==> config.mk <==
export PLATFORM = sky130hd
export DESIGN_NAME = exe_fwd_unit
export DESIGN_NICKNAME = d
export VERILOG_FILES = /design/src/rtl/exe_fwd_unit_pkg.sv /design/src/rtl/exe_fwd_unit_fwd_sel.sv /design/src/rtl/exe_fwd_unit.sv
export SDC_FILE = /design/constraint.sdc
export NUM_CORES = 1
export LEC_CHECK = 0
export BUFFER_PORTS_ARGS = -buffer_cell sky130_fd_sc_hd__buf_2
export CAP_MARGIN = 20
export CELL_PAD_IN_SITES_DETAIL_PLACEMENT = 0
export CELL_PAD_IN_SITES_GLOBAL_PLACEMENT = 2
export CORE_ASPECT_RATIO = 1.2
export CORE_MARGIN = 1
export CORE_UTILIZATION = 31
export DETAILED_ROUTE_END_ITERATION = 7
export PLACE_DENSITY_LB_ADDON = 0.1
export SLEW_MARGIN = 20
export SYNTH_ARGS = -nofsm -noshare
export SYNTH_HDL_FRONTEND = slang
export SYNTH_SLANG_ARGS = --single-unit
export TNS_END_PERCENT = 20
==> constraint.sdc <==
create_clock -name clk -period 8.6 [get_ports clk]
set_clock_uncertainty 0.2 [all_clocks]
set_input_delay 1.29 -clock clk [delete_from_list [all_inputs] [get_ports clk]]
set_output_delay 1.29 -clock clk [all_outputs]
set_load 0.01 [all_outputs]
==> src/rtl/exe_fwd_unit_pkg.sv <==
// Shared encodings for the execute-stage datapath slice.
package exe_fwd_unit_pkg;

  typedef enum logic [3:0] {
    ALU_ADD  = 4'd0,
    ALU_SUB  = 4'd1,
    ALU_AND  = 4'd2,
    ALU_OR   = 4'd3,
    ALU_XOR  = 4'd4,
    ALU_SLL  = 4'd5,
    ALU_SRL  = 4'd6,
    ALU_SRA  = 4'd7,
    ALU_SLT  = 4'd8,
    ALU_SLTU = 4'd9
  } alu_op_e;

  typedef enum logic [2:0] {
    CMP_NONE = 3'd0,
    CMP_EQ   = 3'd1,
    CMP_NE   = 3'd2,
    CMP_LT   = 3'd3,
    CMP_GE   = 3'd4,
    CMP_LTU  = 3'd5,
    CMP_GEU  = 3'd6
  } cmp_op_e;

endpackage

==> src/rtl/exe_fwd_unit_fwd_sel.sv <==
// Hazard match for one source operand: picks M, then W, then the register file.
module exe_fwd_unit_fwd_sel #(
  parameter int unsigned WIDTH     = 32,
  parameter int unsigned SEL_WIDTH = 4
) (
  input  logic [SEL_WIDTH-1:0] reg_select,
  input  logic [WIDTH-1:0]     reg_value,
  input  logic                 is_write_m,
  input  logic [SEL_WIDTH-1:0] dest_m,
  input  logic [WIDTH-1:0]     data_m,
  input  logic                 is_write_w,
  input  logic [SEL_WIDTH-1:0] dest_w,
  input  logic [WIDTH-1:0]     data_w,
  output logic                 forward_c,
  output logic                 select_c,
  output logic [WIDTH-1:0]     operand_c
);

  // M is the younger producer, so it has priority over W; index 0 is not special.
  always_comb begin
    forward_c = 1'b0;
    select_c  = 1'b0;
    operand_c = reg_value;
    if (is_write_m && (dest_m == reg_select)) begin
      forward_c = 1'b1;
      operand_c = data_m;
    end else if (is_write_w && (dest_w == reg_select)) begin
      forward_c = 1'b1;
      select_c  = 1'b1;
      operand_c = data_w;
    end
  end

endmodule

==> src/rtl/exe_fwd_unit.sv <==
// Execute-stage slice: operand forwarding, ALU, branch comparator, A->M registers.
module exe_fwd_unit
  import exe_fwd_unit_pkg::*;
#(
  parameter int unsigned REG_WIDTH  = 32,
  parameter int unsigned REG_SELECT = 4
) (
  input  logic                  clk,
  input  logic                  rst,
  input  logic                  i_enable,
  input  logic [REG_SELECT-1:0] i_reg_a_select,
  input  logic [REG_SELECT-1:0] i_reg_b_select,
  input  logic [REG_WIDTH-1:0]  i_reg_a,
  input  logic [REG_WIDTH-1:0]  i_reg_b,
  input  logic                  i_is_write_M,
  input  logic [REG_SELECT-1:0] i_reg_c_select_M,
  input  logic [REG_WIDTH-1:0]  i_data_M,
  input  logic                  i_is_write_W,
  input  logic [REG_SELECT-1:0] i_reg_c_select_W,
  input  logic [REG_WIDTH-1:0]  i_data_W,
  input  logic                  i_use_offset,
  input  logic [REG_WIDTH-1:0]  i_offset,
  input  alu_op_e               i_alu_op,
  input  cmp_op_e               i_cmp_op,
  output logic                  o_forward_a,
  output logic                  o_forward_b,
  output logic                  o_select_forward_a,
  output logic                  o_select_forward_b,
  output logic [REG_WIDTH-1:0]  o_a,
  output logic [REG_WIDTH-1:0]  o_b_fwd,
  output logic [REG_WIDTH-1:0]  o_alu_data,
  output logic                  o_cmp,
  output logic [REG_WIDTH-1:0]  o_alu_data_q,
  output logic [REG_WIDTH-1:0]  o_reg_b_q
);

  localparam int unsigned SHAMT_W = $clog2(REG_WIDTH);

  logic [REG_WIDTH-1:0] alu_b;
  logic [SHAMT_W-1:0]   shamt;

  exe_fwd_unit_fwd_sel #(
    .WIDTH    (REG_WIDTH),
    .SEL_WIDTH(REG_SELECT)
  ) u_fwd_a (
    .reg_select(i_reg_a_select),
    .reg_value (i_reg_a),
    .is_write_m(i_is_write_M),
    .dest_m    (i_reg_c_select_M),
    .data_m    (i_data_M),
    .is_write_w(i_is_write_W),
    .dest_w    (i_reg_c_select_W),
    .data_w    (i_data_W),
    .forward_c (o_forward_a),
    .select_c  (o_select_forward_a),
    .operand_c (o_a)
  );

  exe_fwd_unit_fwd_sel #(
    .WIDTH    (REG_WIDTH),
    .SEL_WIDTH(REG_SELECT)
  ) u_fwd_b (
    .reg_select(i_reg_b_select),
    .reg_value (i_reg_b),
    .is_write_m(i_is_write_M),
    .dest_m    (i_reg_c_select_M),
    .data_m    (i_data_M),
    .is_write_w(i_is_write_W),
    .dest_w    (i_reg_c_select_W),
    .data_w    (i_data_W),
    .forward_c (o_forward_b),
    .select_c  (o_select_forward_b),
    .operand_c (o_b_fwd)
  );

  // Loads/stores add the immediate; the forwarded B still travels as store data.
  assign alu_b = i_use_offset ? i_offset : o_b_fwd;
  assign shamt = alu_b[SHAMT_W-1:0];

  // ALU: wraps modulo 2^REG_WIDTH, unknown opcodes give zero.
  always_comb begin
    o_alu_data = '0;
    case (i_alu_op)
      ALU_ADD:  o_alu_data = o_a + alu_b;
      ALU_SUB:  o_alu_data = o_a - alu_b;
      ALU_AND:  o_alu_data = o_a & alu_b;
      ALU_OR:   o_alu_data = o_a | alu_b;
      ALU_XOR:  o_alu_data = o_a ^ alu_b;
      ALU_SLL:  o_alu_data = o_a << shamt;
      ALU_SRL:  o_alu_data = o_a >> shamt;
      ALU_SRA:  o_alu_data = REG_WIDTH'($signed(o_a) >>> shamt);
      ALU_SLT:  o_alu_data = REG_WIDTH'($signed(o_a) < $signed(alu_b));
      ALU_SLTU: o_alu_data = REG_WIDTH'(o_a < alu_b);
      default:  o_alu_data = '0;
    endcase
  end

  // Branch comparator on forwarded operands; NONE keeps the PC from redirecting.
  always_comb begin
    o_cmp = 1'b0;
    case (i_cmp_op)
      CMP_NONE: o_cmp = 1'b0;
      CMP_EQ:   o_cmp = (o_a == o_b_fwd);
      CMP_NE:   o_cmp = (o_a != o_b_fwd);
      CMP_LT:   o_cmp = ($signed(o_a) < $signed(o_b_fwd));
      CMP_GE:   o_cmp = ($signed(o_a) >= $signed(o_b_fwd));
      CMP_LTU:  o_cmp = (o_a < o_b_fwd);
      CMP_GEU:  o_cmp = (o_a >= o_b_fwd);
      default:  o_cmp = 1'b0;
    endcase
  end

  // A->M pipeline boundary: ALU result and store data, stalled by i_enable.
  always_ff @(posedge clk or negedge rst) begin
    if (!rst) begin
      o_alu_data_q <= '0;
      o_reg_b_q    <= '0;
    end else if (i_enable) begin
      o_alu_data_q <= o_alu_data;
      o_reg_b_q    <= o_b_fwd;
    end
  end

endmodule

==> flow_metrics.py <==
metrics = {
    "status": {
        "status": "finished, final reports clean",
    },
    "yosys": {
        "async_reset_ff_share_pct": 100.0,
        "synth_nets": 2457,
        "synth_edf_count": 0,
        "synthTopCellsByCount": "205 x nand2_1, 160 x a21oi_1, 148 x nor2_1, 141 x o21ai_0, 132 x ha_1",
        "synth_area_leaders": "ha_1 11%, dfrtp_1 11%, a21oi_1 5.4%",
        "ys_seq_area_share_pct": 10.86,
        "ys_ff_latch": 64,
        "synth.cell_area_um2": 14750,
        "yosysWarnings": 0,
        "synth.largest_area_cell": "ha_1",
        "synthDominantCellAreaShare_pct": 11.20,
        "ys.flop_type": "dfrtp_1",
        "netlist_instances": 2134,
        "syn_avg_cell_area_um2": 6.911,
        "ys_types": 102,
        "yosysMostFrequentCell": "nand2_1",
    },
    "detailed_routing": {
        "drt_iter0_drc": 2377,
        "vias": 19650,
        "routed_wl_mm": 99.16,
        "wl_per_cell_um": 32.17,
        "first_pass_iters": 6,
        "postRouteAntennaNets": 0,
        "routed_via_density": 6.376,
        "drc": 0,
    },
    "worst_setup_path": {
        "cp_top_family": "simple AND/OR/NAND/NOR gates",
        "critPathMaxFanout": 29,
        "cp_slowest_cell": "nor2_4",
        "cp.required_ns": 7.11,
        "crit_path_start_kind": "input port",
        "crit_type": "in -> out",
        "critPathBufInv": 5,
        "cpPeakStageDelay_ns": 0.59,
        "crit_path_end_kind": "output port",
        "r2r_slack_ns": 7.48,
        "worstPathArrival_ns": 6.80,
        "worstPathCellList": "buf_2 -> xnor2_1 -> nand3_1 -> nor2_4 -> buf_12 -> nand2_1 -> o21a_1 -> o21ai_0 -> ha_1 -> buf_4 -> o311ai_0 -> o41ai_1 -> buf_4 -> or3_1 -> a21o_1 -> a211o_1 -> a22oi_1 -> mux2i_1 -> nor4_1 -> nand4_1 -> buf_2",
    },
    "timing": {
        "slew_violations": 0,
        "finalHoldViolCount": 0,
        "worst_slack_ns": 0.3123,
        "timing.hold.ws_ns": 0.3022,
        "slew_headroom_pct": 25.77,
        "min_period_over_period_pct": 96.37,
        "worstMarginPinSlew_ns": 1.109,
        "setup_viol": 0,
        "fmax_mhz": 120.7,
        "fin_setup_tns_ns": 0,
        "rsz0062_at_grt": "false",
        "min_period_ns": 8.288,
    },
    "clock_tree": {
        "cts_tree": "yes",
        "path_clk_slew_ns": 0.06,
        "cts_resized": 0,
        "root_buffer": "clkbuf_16",
        "cts.sinks": 64,
        "cts_made_buffers": 9,
        "h-tree-depth": 3,
        "clock_latency_ns": 0.39,
        "cts_max_path_buffers": 2,
    },
    "grt": {
        "grt_first_pass_wirelength_mm": 138.8,
        "grt_max_degree": 85,
        "track_usage_pct": 39.92,
        "grt_antenna_before_repair": 6,
        "grt_pass1_vias": 18880,
        "grt-ovfl-total": 0,
    },
    "floorplan": {
        "initial_utilization_pct": 31.36,
        "core-area_um2": 47030,
        "rows": 87,
        "dieWidth_um": 201.1,
        "io_pins": 354,
        "dieArea_um2": 48450,
        "die_y_um": 240.9,
    },
    "cells_and_area": {
        "area_growth_pct": 21.25,
        "multi_input_area_um2": 11990,
        "nets": 2777,
        "regArea_um2": 1602,
        "diodes": 0,
        "final_layout_size_suffix_gt1_share_pct": 25.70,
        "n_fill_cell": 5244,
    },
    "placed_design": {
        "post-dp-hpwl_mm": 79.95,
        "gp_congestion": 1.052,
        "dp_slack_ns": 0.4959,
        "io_buffers": 353,
    },
    "power": {
        "power.density_nw_per_um2": 141.8,
        "worst_ir_drop_vdd_mv": 0.1159,
        "power.total_w": 0.002536,
        "power_leakage_nw": 7.839,
    },
    "run": {
        "max-cap-violations": 0,
    },
    "min_path": {
        "hp-class": "reg -> reg",
    },
}
==> flip-flops by register name, summed over array words and instances (netlist names) <==
register      flops
o_alu_data_q     32
o_reg_b_q        32
==> kinds of logic after synthesis <==
logic type / after synthesis / share of synthesized area [%]
AOI/OAI and AO/OA: 765 / 35.44
and+or+nand+nor: 732 / 23.98
buffers and inverters: 301 / 8.611
adders and majority gates: 134 / 11.47
muxes: 103 / 7.559
DFF: 64 / 10.86
xor gates and xnor gates: 35 / 2.079
==> what timing repair did <==
item                       in CTS  in global routing
hold buffers                    0                  0
buffers inserted                0                  0
setup endpoints to repair       0                  1
==> layout by cell type (no fill, tap or decap), types with 23 or more instances in the layout <==
cell type and n:
a211oi_1 34, a21o_1 32, a21oi_1 159, a31oi_1 60, buf_2 351, buf_4 119, dfrtp_1 64, ha_1 132
inv_1 127, mux2_2 57, mux2i_1 45, nand2_1 205, nand3_1 90, nand4_1 55, nor2_1 146, nor3_1 122
o211ai_1 35, o21a_1 30, o21ai_0 141, o21ai_1 23, o31ai_1 39, xnor2_1 28
==> path summary, 6_finish.rpt <==
kind	startpoint	end	cells after the start
max	i_reg_c_select_M[0]	o_alu_data[25]	21
min	o_alu_data_q[20]	o_alu_data_q[20]	1
max reg2reg	o_reg_b_q[31]	o_reg_b_q[31]	1
min reg2reg	o_alu_data_q[20]	o_alu_data_q[20]	1
max in group asynchronous	rst	o_reg_b_q[30]	1
min in group asynchronous	rst	o_alu_data_q[7]	1
==> metrics by stage <==
step                cell area (um2)  utilization (%)  instances
floorplan                     14750                -       2134
global placement              17580            37.39       3065
detailed placement            17590            37.40       3065
CTS                           17870            38.01       3081
global route                  17880            38.03       3082
finish                        17880            38.03       3082
==> layer usage <==
| layer | GRT usage, % | vias up | routed length [um] |
|---|---|---|---|
| met2 | 66.73 | 1261 | 46090 |
| met1 | 47.50 | 9495 | 38150 |
| met3 | 8.291 | 251 | 8759 |
| li1 | - | 8638 | - |
| met5 | 0 | - | 47 |
| met4 | 22.95 | 6 | 6113 |
==> cell type report <==
cell class / count / area share (%)
clock buffers: 9 / 1.259
clock inverters: 7 / 0.3428
inverters: 136 / 2.855
multi-input cells: 1769 / 67.03
flip-flops and latches: 64 / 8.956
well taps: 623 / 4.359
repair buffers: 474 / 15.20
==> power by group <==
| group | internal [W] | switching (W) | leakage, nW | total, W |
|---|---|---|---|---|
| Sequential | 0.000350 | 0.0000271 | 0.780 | 0.000377 |
| Combinational | 0.000565 | 0.00118 | 6.92 | 0.00175 |
| Clock | 0.000202 | 0.000208 | 0.135 | 0.000410 |
| Total | 0.00112 | 0.00142 | 7.84 | 0.00254 |
No activity file was read; power rests on OpenSTA's default activity.
